File: src/rtl/control_unit_seq_if.sv
// rtl/control_unit_seq_if.sv - EX/WB control bundle between the pipeline and control_unit_seq
interface control_unit_seq_if #(
  parameter int GPIO_CH = 4
);
  localparam int CHW = (GPIO_CH > 1) ? $clog2(GPIO_CH) : 1;

  logic [31:0]    instruction_EX;
  logic           zero_EX;
  logic [3:0]     alu_op;
  logic [4:0]     shamt_EX;
  logic [1:0]     alu_src_EX;
  logic           rdrt_EX;
  logic           enhilo_EX;
  logic [1:0]     pc_src_EX;
  logic           stall_FETCH;
  logic [CHW-1:0] gpio_sel_EX;
  logic           regwrite_WB;
  logic [1:0]     regsel_WB;
  logic           gpio_out_WB;
  logic           mult_busy;
  logic           illegal;

  modport master (
    output instruction_EX, zero_EX,
    input  alu_op, shamt_EX, alu_src_EX, rdrt_EX, enhilo_EX, pc_src_EX, stall_FETCH,
           gpio_sel_EX, regwrite_WB, regsel_WB, gpio_out_WB, mult_busy, illegal
  );

  modport slave (
    input  instruction_EX, zero_EX,
    output alu_op, shamt_EX, alu_src_EX, rdrt_EX, enhilo_EX, pc_src_EX, stall_FETCH,
           gpio_sel_EX, regwrite_WB, regsel_WB, gpio_out_WB, mult_busy, illegal
  );
endinterface

File: src/rtl/control_unit_seq.sv
// rtl/control_unit_seq.sv - EX-stage MIPS control decoder with branch squash, HI/LO interlock and GPIO
module control_unit_seq #(
  parameter int MULT_CYCLES = 4,
  parameter int GPIO_CH     = 4
) (
  input  logic               clk,
  input  logic               rst,
  control_unit_seq_if.slave  bus
);
  localparam int CHW = (GPIO_CH > 1) ? $clog2(GPIO_CH) : 1;
  localparam int MCW = $clog2(MULT_CYCLES + 1);

  localparam logic [0:0] RUN    = 1'b0;
  localparam logic [0:0] SQUASH = 1'b1;

  localparam logic [3:0] ALU_AND = 4'b0000, ALU_OR  = 4'b0001, ALU_NOR  = 4'b0010,
                         ALU_XOR = 4'b0011, ALU_ADD = 4'b0100, ALU_SUB  = 4'b0101,
                         ALU_MUL = 4'b0110, ALU_MULU = 4'b0111, ALU_SLL = 4'b1000,
                         ALU_SRL = 4'b1001, ALU_SRA = 4'b1010, ALU_SLT  = 4'b1100,
                         ALU_SLTU = 4'b1101;

  logic [31:0] instr;
  logic [5:0]  op_f, funct_f;
  logic [4:0]  rs_f, rd_f, sh_f;

  assign instr   = bus.instruction_EX;
  assign op_f    = instr[31:26];
  assign rs_f    = instr[25:21];
  assign rd_f    = instr[15:11];
  assign sh_f    = instr[10:6];
  assign funct_f = instr[5:0];

  logic [3:0]     d_alu_op;
  logic [4:0]     d_shamt;
  logic [1:0]     d_alu_src, d_pc_src, d_regsel;
  logic           d_rdrt, d_enhilo, d_regwrite, d_gpio_out, d_illegal, d_hilo;
  logic [CHW-1:0] d_gpio_sel;

  always_comb begin
    d_alu_op   = '0;
    d_shamt    = '0;
    d_alu_src  = '0;
    d_pc_src   = '0;
    d_regsel   = '0;
    d_rdrt     = 1'b0;
    d_enhilo   = 1'b0;
    d_regwrite = 1'b0;
    d_gpio_out = 1'b0;
    d_illegal  = 1'b0;
    d_hilo     = 1'b0;
    d_gpio_sel = '0;
    if (instr != 32'h0000_0000) begin
      case (op_f)
        6'b000000: begin
          case (funct_f)
            6'b100000, 6'b100001: begin d_alu_op = ALU_ADD;  d_regwrite = 1'b1; end
            6'b100010, 6'b100011: begin d_alu_op = ALU_SUB;  d_regwrite = 1'b1; end
            6'b100100:            begin d_alu_op = ALU_AND;  d_regwrite = 1'b1; end
            6'b100101:            begin d_alu_op = ALU_OR;   d_regwrite = 1'b1; end
            6'b100110:            begin d_alu_op = ALU_XOR;  d_regwrite = 1'b1; end
            6'b100111:            begin d_alu_op = ALU_NOR;  d_regwrite = 1'b1; end
            6'b101010:            begin d_alu_op = ALU_SLT;  d_regwrite = 1'b1; end
            6'b101011:            begin d_alu_op = ALU_SLTU; d_regwrite = 1'b1; end
            6'b000000: begin
              if (sh_f != 5'd0) begin
                d_alu_op = ALU_SLL; d_shamt = sh_f; d_regwrite = 1'b1;
              end else begin
                d_illegal = 1'b1;
              end
            end
            // srl/sra with a zero shift are repurposed as GPIO write/read
            6'b000010: begin
              if (sh_f != 5'd0) begin
                d_alu_op = ALU_SRL; d_shamt = sh_f; d_regwrite = 1'b1;
              end else if ({27'd0, rd_f} >= 32'(GPIO_CH)) begin
                d_illegal = 1'b1;
              end else begin
                d_gpio_out = 1'b1; d_gpio_sel = rd_f[CHW-1:0];
              end
            end
            6'b000011: begin
              if (sh_f != 5'd0) begin
                d_alu_op = ALU_SRA; d_shamt = sh_f; d_regwrite = 1'b1;
              end else if ({27'd0, rs_f} >= 32'(GPIO_CH)) begin
                d_illegal = 1'b1;
              end else begin
                d_regsel = 2'd3; d_regwrite = 1'b1; d_gpio_sel = rs_f[CHW-1:0];
              end
            end
            6'b011000: begin d_alu_op = ALU_MUL;  d_enhilo = 1'b1; d_hilo = 1'b1; end
            6'b011001: begin d_alu_op = ALU_MULU; d_enhilo = 1'b1; d_hilo = 1'b1; end
            6'b010000: begin d_regsel = 2'd1; d_regwrite = 1'b1; d_hilo = 1'b1; end
            6'b010010: begin d_regsel = 2'd2; d_regwrite = 1'b1; d_hilo = 1'b1; end
            default:   d_illegal = 1'b1;
          endcase
        end
        6'b001000, 6'b001001: begin d_alu_op = ALU_ADD; d_alu_src = 2'd1; d_rdrt = 1'b1; d_regwrite = 1'b1; end
        6'b001100: begin d_alu_op = ALU_AND; d_alu_src = 2'd2; d_rdrt = 1'b1; d_regwrite = 1'b1; end
        6'b001101: begin d_alu_op = ALU_OR;  d_alu_src = 2'd2; d_rdrt = 1'b1; d_regwrite = 1'b1; end
        6'b001110: begin d_alu_op = ALU_XOR; d_alu_src = 2'd2; d_rdrt = 1'b1; d_regwrite = 1'b1; end
        6'b001010: begin d_alu_op = ALU_SLT; d_alu_src = 2'd1; d_rdrt = 1'b1; d_regwrite = 1'b1; end
        6'b001111: begin
          d_alu_op = ALU_SLL; d_shamt = 5'd16; d_alu_src = 2'd2; d_rdrt = 1'b1; d_regwrite = 1'b1;
        end
        6'b000100: begin d_alu_op = ALU_SUB; d_pc_src = bus.zero_EX ? 2'd1 : 2'd0; end
        6'b000101: begin d_alu_op = ALU_SUB; d_pc_src = bus.zero_EX ? 2'd0 : 2'd1; end
        6'b000010: d_pc_src = 2'd2;
        default:   d_illegal = 1'b1;
      endcase
    end
  end

  logic [0:0]     state_q, state_d;
  logic [MCW-1:0] mcnt_q, mcnt_d;
  logic           illegal_q, illegal_d;
  logic           regwrite_q, regwrite_d, gpio_out_q, gpio_out_d;
  logic [1:0]     regsel_q, regsel_d;
  logic           squash, busy, stall, kill;

  assign squash = (state_q == SQUASH);
  assign busy   = (mcnt_q != '0);
  // Squash outranks the interlock: a wrong-path instruction is dropped, never held
  assign stall  = !rst && !squash && busy && d_hilo;
  assign kill   = rst || squash || stall || d_illegal;

  assign bus.alu_op      = kill ? '0 : d_alu_op;
  assign bus.shamt_EX    = kill ? '0 : d_shamt;
  assign bus.alu_src_EX  = kill ? '0 : d_alu_src;
  assign bus.rdrt_EX     = kill ? 1'b0 : d_rdrt;
  assign bus.enhilo_EX   = kill ? 1'b0 : d_enhilo;
  assign bus.pc_src_EX   = kill ? '0 : d_pc_src;
  assign bus.gpio_sel_EX = kill ? '0 : d_gpio_sel;
  assign bus.stall_FETCH = stall;
  assign bus.mult_busy   = busy;
  assign bus.illegal     = illegal_q;
  assign bus.regwrite_WB = regwrite_q;
  assign bus.regsel_WB   = regsel_q;
  assign bus.gpio_out_WB = gpio_out_q;

  assign regwrite_d = kill ? 1'b0 : d_regwrite;
  assign regsel_d   = kill ? 2'd0 : d_regsel;
  assign gpio_out_d = kill ? 1'b0 : d_gpio_out;
  assign illegal_d  = illegal_q | (d_illegal & ~squash);
  assign state_d    = (!squash && bus.pc_src_EX != 2'd0) ? SQUASH : RUN;

  always_comb begin
    mcnt_d = mcnt_q;
    if (bus.enhilo_EX)
      mcnt_d = MCW'(MULT_CYCLES - 1);
    else if (busy)
      mcnt_d = mcnt_q - MCW'(1);
  end

  always_ff @(posedge clk or posedge rst) begin
    if (rst) begin
      state_q    <= RUN;
      mcnt_q     <= '0;
      illegal_q  <= 1'b0;
      regwrite_q <= 1'b0;
      regsel_q   <= 2'd0;
      gpio_out_q <= 1'b0;
    end else begin
      state_q    <= state_d;
      mcnt_q     <= mcnt_d;
      illegal_q  <= illegal_d;
      regwrite_q <= regwrite_d;
      regsel_q   <= regsel_d;
      gpio_out_q <= gpio_out_d;
    end
  end
endmodule

File: src/flat_wrapper.sv
// flat-port wrapper written by rule: the top's interface ports become plain ports
module control_unit_seq_flat 
#(
  parameter int MULT_CYCLES = 4,
  parameter int GPIO_CH     = 4
)
  (clk, rst, bus_instruction_EX, bus_zero_EX, bus_alu_op, bus_shamt_EX, bus_alu_src_EX, bus_rdrt_EX, bus_enhilo_EX, bus_pc_src_EX, bus_stall_FETCH, bus_gpio_sel_EX, bus_regwrite_WB, bus_regsel_WB, bus_gpio_out_WB, bus_mult_busy, bus_illegal);
  control_unit_seq_if #(.GPIO_CH(GPIO_CH)) bus_i ();
  input  logic clk;
  input  logic rst;
  input wire logic [$bits(bus_i.instruction_EX)-1:0] bus_instruction_EX;
  input wire logic [$bits(bus_i.zero_EX)-1:0] bus_zero_EX;
  output wire logic [$bits(bus_i.alu_op)-1:0] bus_alu_op;
  output wire logic [$bits(bus_i.shamt_EX)-1:0] bus_shamt_EX;
  output wire logic [$bits(bus_i.alu_src_EX)-1:0] bus_alu_src_EX;
  output wire logic [$bits(bus_i.rdrt_EX)-1:0] bus_rdrt_EX;
  output wire logic [$bits(bus_i.enhilo_EX)-1:0] bus_enhilo_EX;
  output wire logic [$bits(bus_i.pc_src_EX)-1:0] bus_pc_src_EX;
  output wire logic [$bits(bus_i.stall_FETCH)-1:0] bus_stall_FETCH;
  output wire logic [$bits(bus_i.gpio_sel_EX)-1:0] bus_gpio_sel_EX;
  output wire logic [$bits(bus_i.regwrite_WB)-1:0] bus_regwrite_WB;
  output wire logic [$bits(bus_i.regsel_WB)-1:0] bus_regsel_WB;
  output wire logic [$bits(bus_i.gpio_out_WB)-1:0] bus_gpio_out_WB;
  output wire logic [$bits(bus_i.mult_busy)-1:0] bus_mult_busy;
  output wire logic [$bits(bus_i.illegal)-1:0] bus_illegal;
  assign bus_i.instruction_EX = bus_instruction_EX;
  assign bus_i.zero_EX = bus_zero_EX;
  assign bus_alu_op = bus_i.alu_op;
  assign bus_shamt_EX = bus_i.shamt_EX;
  assign bus_alu_src_EX = bus_i.alu_src_EX;
  assign bus_rdrt_EX = bus_i.rdrt_EX;
  assign bus_enhilo_EX = bus_i.enhilo_EX;
  assign bus_pc_src_EX = bus_i.pc_src_EX;
  assign bus_stall_FETCH = bus_i.stall_FETCH;
  assign bus_gpio_sel_EX = bus_i.gpio_sel_EX;
  assign bus_regwrite_WB = bus_i.regwrite_WB;
  assign bus_regsel_WB = bus_i.regsel_WB;
  assign bus_gpio_out_WB = bus_i.gpio_out_WB;
  assign bus_mult_busy = bus_i.mult_busy;
  assign bus_illegal = bus_i.illegal;
  control_unit_seq #(.MULT_CYCLES(MULT_CYCLES), .GPIO_CH(GPIO_CH)) u_core (.clk(clk), .rst(rst), .bus(bus_i));
endmodule
File: config.mk
export PLATFORM = sky130hd
export DESIGN_NAME = control_unit_seq_flat
export DESIGN_NICKNAME = d
export VERILOG_FILES = /design/src/rtl/control_unit_seq_if.sv /design/src/rtl/control_unit_seq.sv /design/src/flat_wrapper.sv
export SDC_FILE = /design/constraint.sdc
export NUM_CORES = 1
export LEC_CHECK = 0
export ABC_CLOCK_PERIOD_IN_PS = 4400
export CAP_MARGIN = 20
export CORE_MARGIN = 3
export CORE_UTILIZATION = 42
export DETAILED_ROUTE_END_ITERATION = 16
export HOLD_SLACK_MARGIN = 0.03
export PLACE_DENSITY = 0.9
export SETUP_SLACK_MARGIN = 0.1
export SYNTH_ARGS = -nofsm -noshare
export SYNTH_HDL_FRONTEND = slang
export SYNTH_SLANG_ARGS = --single-unit
File: constraint.sdc
create_clock -name clk -period 4.4 [get_ports clk]
set_clock_uncertainty 0.05 [all_clocks]
set_input_delay 1.32 -clock clk [delete_from_list [all_inputs] [get_ports clk]]
set_output_delay 1.32 -clock clk [all_outputs]
set_load 0.1 [all_outputs]
==> impl_metrics.py, run 1 <==
metrics = {
    "synthesis": {
        "synth_flop_cell": "dfrtp_1",
        "synth_cell_types": 59,
        "yosysWarnings": 0,
        "ys_ff_latch": 9,
        "synthMuxAreaShare": 0.01630,
        "syn_area_per_cell_um2": 7.543,
        "synth_area_um2": 1305,
        "synth_xor_area_frac": 0.02013,
        "synth_edf_count": 0,
        "synth_cells": 173,
        "syn_nets": 210,
        "synth_top_family_by_area": "simple AND/OR/NAND/NOR gates",
        "synth_compound_area_frac": 0.3020,
        "yosys.area_share.simple": 0.3893,
        "synthArstFlopShare": 1.000,
        "synthAdderAreaFrac": 0.01918,
        "yosysSeqAreaShare": 0.1726,
    },
    "placed_design": {
        "dp_hpwl_um": 4978,
        "port-buffer-count": 58,
        "dpl_cell_area_um2": 2681,
        "place_congestion": 0.9332,
    },
    "clock_tree": {
        "cts_setup_buffers": 16,
        "cts.hold.buffers_added": 0,
        "clockBufferDepth": 2,
        "clockRootBuffer": "clkbuf_4",
        "ctsHtreeMaxLevel": 1,
        "post_cts_resized": 82,
        "cts_inserted_buffers": 3,
        "cts.sinks": 9,
    },
    "status": {
        "haltStage": "clock tree synthesis (4_1_cts)",
        "stop_error": "[ERROR DPL-0038] Utilization greater than 100%, impossible to legalize",
        "status": "stopped before the end",
    },
    "die": {
        "io_pins": 59,
        "die_w_um": 61.74,
        "num_rows": 19,
        "start_util": 0.4575,
        "die_h_um": 61.74,
    },
}
[logic make-up after synthesis]
| logic type | after synthesis |
|---|---|
| flops | 9 |
| simple gates | 84 |
| fa+ha+maj | 2 |
| compound gates | 49 |
| mux | 2 |
| buf+inv | 24 |
| xor+xnor | 3 |
[Yosys cell counts (2+ instances only)]
master / instances / area [um^2]
o211ai_1: 3 / 22.52
or3_1: 2 / 12.51
ha_1: 2 / 25.02
a22oi_1: 2 / 15.01
nor3b_1: 2 / 15.01
nor3b_2: 4 / 50.05
nor2b_1: 7 / 43.79
a21oi_1: 3 / 15.01
and3_1: 3 / 18.77
o21ai_0: 6 / 30.03
o31ai_1: 3 / 22.52
nor4_1: 4 / 25.02
nor3_1: 5 / 25.02
nand3_1: 5 / 25.02
and2_1: 2 / 12.51
inv_2: 2 / 7.510
a211o_1: 2 / 17.52
xnor2_1: 2 / 17.52
o21bai_1: 2 / 15.01
buf_2: 6 / 30.03
nor2_1: 18 / 67.56
a31oi_1: 4 / 25.02
clkbuf_1: 4 / 15.01
nand4_1: 7 / 43.79
nor3_2: 3 / 30.03
a211oi_1: 4 / 30.03
buf_4: 2 / 15.01
inv_1: 10 / 37.54
nand2_1: 11 / 41.29
nand2b_1: 2 / 12.51
o21ai_1: 5 / 25.02
dfrtp_1: 9 / 225.2
[through the flow]
| stage | std cells | setup WS (ns) | hold slack (ns) | setup TNS [ns] |
|---|---|---|---|---|
| global placement | 312 | -0.4115 | 0.3875 | -4.011 |
| floorplan | 173 | -0.3452 | 0.4398 | -2.608 |
| detailed placement | 312 | -0.5079 | 0.4111 | -5.034 |
==> run 2, diff against run 1 <==
- CORE_UTILIZATION: 42 -> 35
- HOLD_SLACK_MARGIN: 0.03 -> unset
- PLACE_DENSITY: 0.9 -> unset
- PLACE_DENSITY_LB_ADDON: unset -> 0.15
- SETUP_SLACK_MARGIN: 0.1 -> unset
==> impl_metrics.py, run 2 <==
metrics = {
    "synthesis": {
        "synth_flop_cell": "dfrtp_1",
        "syn_area_per_cell_um2": 7.543,
        "yosysSeqAreaShare": 0.1726,
        "syn_nets": 210,
        "synthArstFlopShare": 1.000,
        "synth_common_cells": "nor2_1, nand2_1, inv_1, dfrtp_1",
        "synth_cell_types": 59,
        "synth.most_common_cell": "nor2_1",
        "synth_edf_count": 0,
        "synth_cells": 173,
        "synth_area_um2": 1305,
        "ys_ff_latch": 9,
        "synthTopCellsByArea": "dfrtp_1, nor2_1, nor3b_2",
        "yosys.area.top_type": "dfrtp_1",
        "yosysWarnings": 0,
        "synth_top_cell_area_share": 0.1726,
    },
    "die": {
        "die_w_um": 67.06,
        "io_pins": 59,
        "core_um2": 3468,
        "fp.dieArea_um2": 4497,
        "die_h_um": 67.06,
        "num_rows": 21,
        "start_util": 0.3763,
    },
    "critical_path": {
        "r2r-start": "u_core.mcnt_q[0]",
        "critPathCapture": "bus_alu_op[3]",
        "ff2ff_setup_slack_ns": 2.20,
        "crit_type": "input port to primary output",
        "worstPathRequired_ns": 3.03,
        "cpMaxStageDelayCell": "or4_4",
        "critPathCaptureType": "primary output",
        "crit_start": "bus_instruction_EX[25]",
        "r2r_end": "u_core.bus.regwrite_WB",
        "r2r_cells": 10,
        "cp-start-kind": "input port",
        "crit_path_max_fanout": 2,
        "crit_chain": "buf_6 -> or3_4 -> or4_4 -> o31ai_4 -> a22oi_2 -> buf_4 -> a211oi_4 -> buf_12",
        "slowest_delay_ns": 0.46,
        "cp.arrival_ns": 3.31,
    },
    "global_route": {
        "grt_use_met2": 0.5264,
        "grt_pass1_wl_um": 10240,
        "grt_pass1_vias": 2140,
        "grt.total_usage": 0.3004,
        "met3_usage": 0.04384,
        "grt.busiest_layer": "met2",
        "grt_remaining_overflow": 0,
        "grt_max_degree": 10,
        "grt_antenna_before_repair": 0,
        "grt_use_met1": 0.3289,
    },
    "clock_tree": {
        "cts.sinks": 9,
        "clockBufferDepth": 2,
        "cts_tree": "built",
        "clock_latency_ns": 0.24,
        "cts_inserted_buffers": 3,
        "clockRootBuffer": "clkbuf_8",
        "path_clk_slew_ns": 0.05,
        "ctsHtreeMaxLevel": 1,
    },
    "detailed_routing": {
        "drtIter0Drc": 141,
        "drcViolationCount": 0,
        "wl_per_cell_um": 19.00,
        "vias": 2000,
        "firstDrtPassIters": 5,
        "antenna_left": 0,
        "vias_per_cell": 5.848,
        "wl_um": 6498,
    },
    "timing": {
        "setup_viol": 10,
        "hold_violations": 0,
        "drv_slew": 0,
        "period_minus_slack_ns": 4.684,
        "tightest_slew_ns": 0.9639,
        "period_share": 1.065,
        "maxSlewHeadroom": 0.3554,
        "rsz0062_at_grt": "yes",
        "fmax_mhz": 213.5,
        "setup_tns_ns": -1.891,
        "setup_ws_ns": -0.2842,
    },
    "final_layout": {
        "final_cells": 342,
        "regMostFlops": "u_core.mcnt_q",
        "drive_above_1_share": 0.5270,
        "area_delta_synth_final_pct": 128.6,
        "final_common_cell": "buf_4",
        "nFillCells": 183,
        "nets": 334,
        "n_antenna_cell": 0,
        "largest_reg_flops": 3,
        "utilization": 0.8600,
        "final_cell_mix": "buf_4, buf_12, dlygate4sd2_1",
    },
    "placed_design": {
        "port-buffer-count": 58,
        "place_ws_ns": -0.4471,
        "dp_hpwl_um": 4271,
        "place_congestion": 0.9045,
        "dp.cells": 321,
    },
    "power_and_ir_drop": {
        "p_leak_nw": 1.280,
        "peakVddDrop_mv": 0.1461,
        "cellPowerDensity_nw_per_um2": 157.3,
    },
    "status": {
        "status": "finished with violations",
        "violations": "setup timing",
    },
    "hold_path": {
        "hold_class": "register to register",
    },
    "job": {
        "drv_cap": 0,
    },
}
## run 2: final cells by class
cell class,instances,area [um^2],area share
Clock buffer,4,45.04,0.01510
Inverter,12,45.04,0.01510
Multi-Input combinational cell,140,1261,0.4228
Sequential cell,9,225.2,0.07550
Tap cell,46,57.56,0.01930
Timing Repair Buffer,131,1349,0.4522
## run 2: worst min-delay path by stage
| stage | from | endpoint | slack, ns | depth (start not counted) |
|---|---|---|---|---|
| after floorplan | u_core.mcnt_q[1] | u_core.mcnt_q[1] | 0.44 | 2 |
| after global placement | u_core.bus.illegal | u_core.bus.illegal | 0.39 | 1 |
| after detailed placement | u_core.bus.illegal | u_core.bus.illegal | 0.40 | 1 |
| after CTS | u_core.bus.illegal | u_core.bus.illegal | 0.41 | 1 |
| after global routing | u_core.bus.illegal | u_core.bus.illegal | 0.42 | 1 |
| final | u_core.bus.illegal | u_core.bus.illegal | 0.41 | 1 |
## run 2: metrics by stage
stage	hold WS, ns	cell area, um^2	power, mW
after floorplan	0.4398	1483	0.2498
after global placement	0.3872	2650	0.3313
after detailed placement	0.3976	2650	0.3443
after CTS	0.4090	2932	0.4548
after global routing	0.4238	2983	0.4979
final	0.4064	2983	0.4693
## run 2: metal layers
metal / routed length [um] / vias to the layer above
met2: 3315 / 106
met4: 398 / 0
met1: 2417 / 948
li1: - / 895
met5: 0 / -
met3: 366 / 51
## run 2: where the power goes
group | total (mW) | switching [mW] | internal [mW]
sequential | 0.108 | 0.00902 | 0.0989
combinational | 0.263 | 0.151 | 0.112
clock | 0.0978 | 0.0346 | 0.0633
## run 2: timing repair
| action | in CTS | in global routing |
|---|---|---|
| pin swaps | 24 | 14 |
| endpoints found under the setup margin | 13 | 13 |
| setup buffers | 15 | 1 |
| hold buffers | 0 | 0 |
| resized for setup | 72 | 17 |
| cloned | 3 | 0 |
## run 2: worst max-delay path, delay by kind of cell
family | cells | cell delay, ns
buffers and inverters | 3 | 0.47
AO/OA/AOI/OAI | 3 | 0.68
AND/OR/NAND/NOR | 2 | 0.84
## run 2: kinds of logic after synthesis
logic type	count (synthesis)	synth area share
XOR/XNOR	3	0.02014
multiplexers	2	0.01630
AO/OA/AOI/OAI	49	0.3020
adder cells (fa/ha/maj)	2	0.01917
AND/OR/NAND/NOR	84	0.3892
buffers and inverters	24	0.08054
flip-flops	9	0.1726
(Power assumes the default switching activity.)
==> run 3, diff against run 2 <==
- ABC_AREA: unset -> 1
- CORE_AREA: unset -> 3 3 64 66
- CORE_MARGIN: 3 -> unset
- CORE_UTILIZATION: 35 -> unset
- CTS_BUF_LIST: unset -> sky130_fd_sc_hd__clkbuf_2 sky130_fd_sc_hd__clkbuf_4 sky130_fd_sc_hd__clkbuf_8
- DIE_AREA: unset -> 0 0 67 69
==> impl_metrics.py, run 3 <==
metrics = {
    "synthesis": {
        "synth_cells": 213,
        "synth_flop_cell": "dfrtp_1",
        "synth.most_common_cell": "nor2_1",
        "synthArstFlopShare": 1.000,
        "synthTopCellsByArea": "dfrtp_1, nor2_1, nand2_1",
        "synth_cell_types": 31,
        "yosys.area.top_type": "dfrtp_1",
        "synth_area_um2": 1207,
        "yosysWarnings": 0,
        "yosysSeqAreaShare": 0.1865,
        "syn_nets": 250,
        "synth_top_cell_area_share": 0.1865,
        "synth_edf_count": 0,
        "ys_ff_latch": 9,
        "synth_common_cells": "nor2_1, nand2_1, inv_1, nand3_1, dfrtp_1",
        "syn_area_per_cell_um2": 5.669,
    },
    "power_and_ir_drop": {
        "internal_power_uw": 259.3,
        "share_comb_of_total_power": 0.523,
        "swShare": 0.4073,
        "p_switching_uw": 178.2,
        "seqPwrFrac": 0.245,
        "p_leak_nw": 1.428,
        "clkPwrFrac": 0.232,
        "peakVddDrop_mv": 0.1006,
        "cellPowerDensity_nw_per_um2": 153.8,
    },
    "detailed_routing": {
        "drcViolationCount": 0,
        "dr_wl_met3_um": 228,
        "vias_per_cell": 4.696,
        "firstDrtPassIters": 4,
        "antenna_left": 0,
        "wl_um": 4742,
        "vias": 1836,
        "drt-met1-wl_um": 1965,
        "drtIter0Drc": 82,
        "wl_met2_um": 2494,
        "wl_per_cell_um": 12.13,
        "routed.top_layer": "met4",
    },
    "critical_path": {
        "worstPathRequired_ns": 3.03,
        "cp-start-kind": "input port",
        "critPathCaptureType": "primary output",
        "slowest_delay_ns": 0.45,
        "cpMaxStageDelayCell": "clkdlybuf4s50_1",
        "cp_top_family": "buffers and inverters",
        "crit_type": "input port to primary output",
        "cp.arrival_ns": 2.92,
        "crit_path_max_fanout": 6,
        "crit_buf_inv": 5,
        "crit_chain": "clkdlybuf4s50_1 -> inv_1 -> nand3_2 -> nor2_2 -> nand2_2 -> nor2_4 -> buf_4 -> nor2_2 -> buf_4 -> nand3_4 -> nor2_4 -> buf_12",
    },
    "global_route": {
        "grt_pass1_wl_um": 7686,
        "grt_pass1_vias": 1797,
        "grt.total_usage": 0.2028,
        "grt_max_degree": 10,
        "grt_antenna_before_repair": 0,
        "grt_remaining_overflow": 0,
    },
    "clock_tree": {
        "cts_inserted_buffers": 3,
        "clock_latency_ns": 0.23,
        "clockRootBuffer": "clkbuf_8",
        "cts.hold.buffers_added": 0,
        "cts_tree": "built",
        "clockBufferDepth": 2,
        "cts.sinks": 9,
        "path_clk_slew_ns": 0.05,
        "ctsHtreeMaxLevel": 1,
    },
    "timing": {
        "hold_violations": 0,
        "maxSlewHeadroom": 0.3564,
        "hold_slack_ns": 0.4041,
        "setup_viol": 0,
        "tightest_slew_ns": 0.9624,
        "period_minus_slack_ns": 4.289,
        "fmax_mhz": 233.2,
        "period_share": 0.9748,
        "drv_slew": 0,
        "setup_ws_ns": 0.1110,
    },
    "final_layout": {
        "nFillCells": 282,
        "nets": 381,
        "regMostFlops": "u_core.mcnt_q",
        "drive_above_1_share": 0.5015,
        "stdcell_area_um2": 2845,
        "area_delta_synth_final_pct": 135.6,
        "n_antenna_cell": 0,
        "final_common_cell": "buf_4",
        "final_cell_mix": "buf_4, nand2_1, inv_1",
        "largest_reg_flops": 3,
    },
    "hold_path": {
        "hold_class": "register to register",
    },
    "die": {
        "die_h_um": 69,
        "start_util": 0.3323,
        "die_w_um": 67,
        "core_um2": 3633,
        "fp.dieArea_um2": 4623,
        "io_pins": 59,
        "num_rows": 22,
    },
    "placed_design": {
        "place_ws_ns": -0.2458,
        "dpl_cell_area_um2": 2472,
        "port-buffer-count": 58,
        "dp_hpwl_um": 3571,
        "place_congestion": 0.9010,
    },
    "status": {
        "status": "complete, no violations",
    },
    "job": {
        "drv_cap": 0,
    },
}
[run 3: final timing paths]
path                            cells after the start                 endpoint              startpoint  slack (ns)
worst max-delay path                               12            bus_enhilo_EX  bus_instruction_EX[11]        0.11
worst min-delay path                                1       u_core.bus.illegal           u_core.squash        0.40
worst max register to register                     10   u_core.bus.gpio_out_WB        u_core.mcnt_q[0]        2.50
worst min register to register                      1       u_core.bus.illegal           u_core.squash        0.40
max in group asynchronous                           2  u_core.bus.regsel_WB[0]                     rst        2.73
min in group asynchronous                           2            u_core.squash                     rst        1.33
[run 3: stage by stage]
stage / utilization / total power [mW] / setup TNS, ns / cells
detailed placement: 0.6804 / 0.3169 / -2.890 / 367
global route: 0.7831 / 0.4651 / -0.04241 / 391
CTS: 0.7373 / 0.4288 / 0 / 385
floorplan: - / 0.2297 / -0.7988 / 213
global placement: 0.6804 / 0.3105 / -2.213 / 367
finish: 0.7831 / 0.4375 / 0 / 391
[run 3: worst reg2reg max path, cell delays in order (launching register included)]
cell     delay (ns)
dfrtp_1        0.38
inv_1          0.10
ha_1           0.15
nand2_1        0.14
inv_1          0.14
o21ai_1        0.09
inv_2          0.16
nand3_4        0.20
buf_4          0.19
buf_4          0.13
nor2_1         0.09
[run 3: repair_timing]
| action | CTS | global route |
|---|---|---|
| setup endpoints to repair | 17 | 17 |
| buffers inserted | 14 | 6 |
| gates cloned | 0 | 0 |
| resized for setup | 49 | 49 |
| pin swaps | 32 | 29 |
[run 3: cell type report]
class / instances / area, um^2 / share of cell area
multi-input cells: 164 / 1085 / 0.3813
repair buffers: 127 / 1280 / 0.4499
well taps: 48 / 60.06 / 0.02111
inverters: 39 / 146.4 / 0.05145
flip-flops and latches: 9 / 225.2 / 0.07916
clock buffers: 4 / 48.80 / 0.01715
[run 3: power by group through the flow]
stage	sequential, mW	combinational [mW]	clock [mW]
after global routing	0.108	0.251	0.106
after floorplan	0.106	0.124	0
final	0.107	0.229	0.102
after CTS	0.107	0.222	0.101
after detailed placement	0.108	0.209	0
after global placement	0.106	0.204	0
[run 3: routing by layer]
metal,global-route usage,vias up
met5,0,-
met4,0.04054,0
met3,0.02932,7
met2,0.3548,47
met1,0.2582,839
li1,-,943
[run 3: cells by family after synthesis]
| family | after synthesis | share of synthesized area |
|---|---|---|
| buffers and inverters | 40 | 0.1254 |
| XOR/XNOR | 1 | 0.007255 |
| AND/OR/NAND/NOR | 138 | 0.5389 |
| adder cells (fa/ha/maj) | 2 | 0.02072 |
| flip-flops | 9 | 0.1865 |
| AO/OA/AOI/OAI | 23 | 0.1213 |
==> edit: new RTL, config.mk and constraints of run 3 <==
`GPIO_CH` is set to 4 in 3 places; all go to 8.
--- a/src/rtl/control_unit_seq_if.sv
+++ b/src/rtl/control_unit_seq_if.sv
@@ -1,6 +1,6 @@
 // rtl/control_unit_seq_if.sv - EX/WB control bundle between the pipeline and control_unit_seq
 interface control_unit_seq_if #(
-  parameter int GPIO_CH = 4
+  parameter int GPIO_CH = 8
 );
   localparam int CHW = (GPIO_CH > 1) ? $clog2(GPIO_CH) : 1;
 
--- a/src/rtl/control_unit_seq.sv
+++ b/src/rtl/control_unit_seq.sv
@@ -1,7 +1,7 @@
 // rtl/control_unit_seq.sv - EX-stage MIPS control decoder with branch squash, HI/LO interlock and GPIO
 module control_unit_seq #(
   parameter int MULT_CYCLES = 4,
-  parameter int GPIO_CH     = 4
+  parameter int GPIO_CH     = 8
 ) (
   input  logic               clk,
   input  logic               rst,
--- a/src/flat_wrapper.sv
+++ b/src/flat_wrapper.sv
@@ -2,7 +2,7 @@
 module control_unit_seq_flat 
 #(
   parameter int MULT_CYCLES = 4,
-  parameter int GPIO_CH     = 4
+  parameter int GPIO_CH     = 8
 )
   (clk, rst, bus_instruction_EX, bus_zero_EX, bus_alu_op, bus_shamt_EX, bus_alu_src_EX, bus_rdrt_EX, bus_enhilo_EX, bus_pc_src_EX, bus_stall_FETCH, bus_gpio_sel_EX, bus_regwrite_WB, bus_regsel_WB, bus_gpio_out_WB, bus_mult_busy, bus_illegal);
   control_unit_seq_if #(.GPIO_CH(GPIO_CH)) bus_i ();
Ports: changed (resized bus_gpio_sel_EX); port bits go from 59 to 60. No check against the original RTL was run, so the function may have changed too.
==> edit against run 3 <==
Total power increased by 10%. Routed wire length increased by 43%. Sequential share of layout area decreased by 0.73 points. Die area unchanged. Cell area increased by 10%. Area after synthesis increased by 2.5%. Setup slack got worse by 0.095 ns. Maximum frequency decreased by 2.2%. Final cell count increased by 0.26%. Sequential cell count unchanged.
==> edit: results <==
set metrics [dict create \
    holdCritStartpoint "u_core.bus.illegal$_DFF_PP0_" \
    critPathCapture "bus_gpio_sel_EX[0]" \
    dp_hpwl_um 3800 \
    clkSlewWorstSetupHoldPaths_ns 0.05 \
    yosysUniqueCellTypes 35 \
    power_frac_seq_pct 22.0 \
    rrSetupSlack_ns 2.34 \
    tightest_slew_ns 0.976 \
    peakVddDrop_uv 97.6 \
    path_max_fanout 5 \
    synth_top_cells_by_area "dfrtp_1 18%, inv_1 11%, nand2_1 9.7%, nand3_1 8.9%, nor2_1 8.5%" \
    grt_pass1_wl_um 9280 \
    grt_util_met2_pct 47.4 \
    grt_pass1_vias 2014 \
    place.gp.congestion 0.924 \
    met1_length_um 2600 \
    grt_use_met3_pct 1.79 \
    clkPwrFrac_pct 20.7 \
    syn_nets 237 \
    dr.pass1.iters 4 \
    clockRootBuffer "clkbuf_8" \
    power_leakage_nw 1.53 \
    drtIter0Drc 101 \
    met1_usage_pct 28.8 \
    outcome "finished clean" \
    drive_gt1_share_pct 63.4 \
    grt_start_max_net_pins 11 \
    via_per_inst 5.19 \
    holdWs_ns 0.449 \
    io_buffers 59 \
    sw_frac_of_total_pct 44.1 \
    ys_seq_area_share_pct 18.2 \
    track_usage_pct 25.3 \
    holdPathStages 1 \
    critPathLaunch "bus_instruction_EX[27]" \
    fmax_mhz 228 \
    finalPower_uw 482 \
    reg2reg_depth 10 \
    r2r_end "u_core.bus.regsel_WB[1]$_DFF_PP0_" \
    route.met3.wl_um 281 \
    wl_met2_um 3570 \
    preCtsSetupSlack_ns -0.273 \
    clockBufferDepth 2 \
    drt-total-wl_um 6780 \
    netlist_top_cells_count "37 x inv_1, 32 x nand2_1, 28 x nor2_1" \
    synthArstFlopShare_pct 100 \
    cp.arrival_ns 3.01 \
    fin_nets 382 \
]
-- edit: cell types whose count changed in the layout (fill, tap and decap cells not counted), moves of 4 or more --
cell             change
nand4_1              -4
inv_1                -7
clkdlybuf4s15_1      +5
nor2_2               -8
nor3b_4              +4
dlymetal6s2s_1       -5
nor2_4               +4
dlygate4sd2_1        -7
buf_4               +12
nand2_1              -8
nor2_1              -13
clkbuf_2             +8
inv_2                +8
-- edit: cell type report --
type                            count  area [µm²]
Timing Repair Buffer              141        1370
Multi-Input combinational cell    148        1270
Fill cell                         184         498
Sequential cell                     9         225
Inverter                           42         163
Tap cell                           48        60.1
Clock buffer                        3        41.3
Clock inverter                      1        5.00
-- edit: kinds of logic after synthesis --
| family | count (synthesis) | synth area share [%] |
|---|---|---|
| xor gates and xnor gates | 2 | 1.42 |
| buffers and inverters | 43 | 13.9 |
| DFF | 9 | 18.2 |
| adders and majority gates | 2 | 2.02 |
| AOI/OAI and AO/OA | 24 | 12.7 |
| and+or+nand+nor | 120 | 51.8 |
-- edit: worst max-delay path: stages --
cell and delay (ns):
clkdlybuf4s15_1 0.22, inv_2 0.11, nand2_4 0.09, nor3_4 0.20, nand2_2 0.10, nor2_4 0.13
nor2_4 0.05, nand2_4 0.11, nand4_4 0.21, nor3_4 0.26, buf_12 0.20
-- edit: per-stage QoR --
stage | cell area, µm² | TNS, ns | std cells
6_report | 3140 | 0 | 392
5_1_grt | 3140 | -0.175 | 392
4_1_cts | 2940 | 0 | 382
3_5_place_dp | 2590 | -4.06 | 358
3_3_place_gp | 2590 | -3.07 | 358
2_1_floorplan | 1360 | -1.94 | 200
-- edit: timing repair --
action	CTS	global route
resized for setup	77	70
setup endpoints to repair	18	18
hold endpoints to repair	0	0
buffers inserted	20	10
pin swaps	32	37
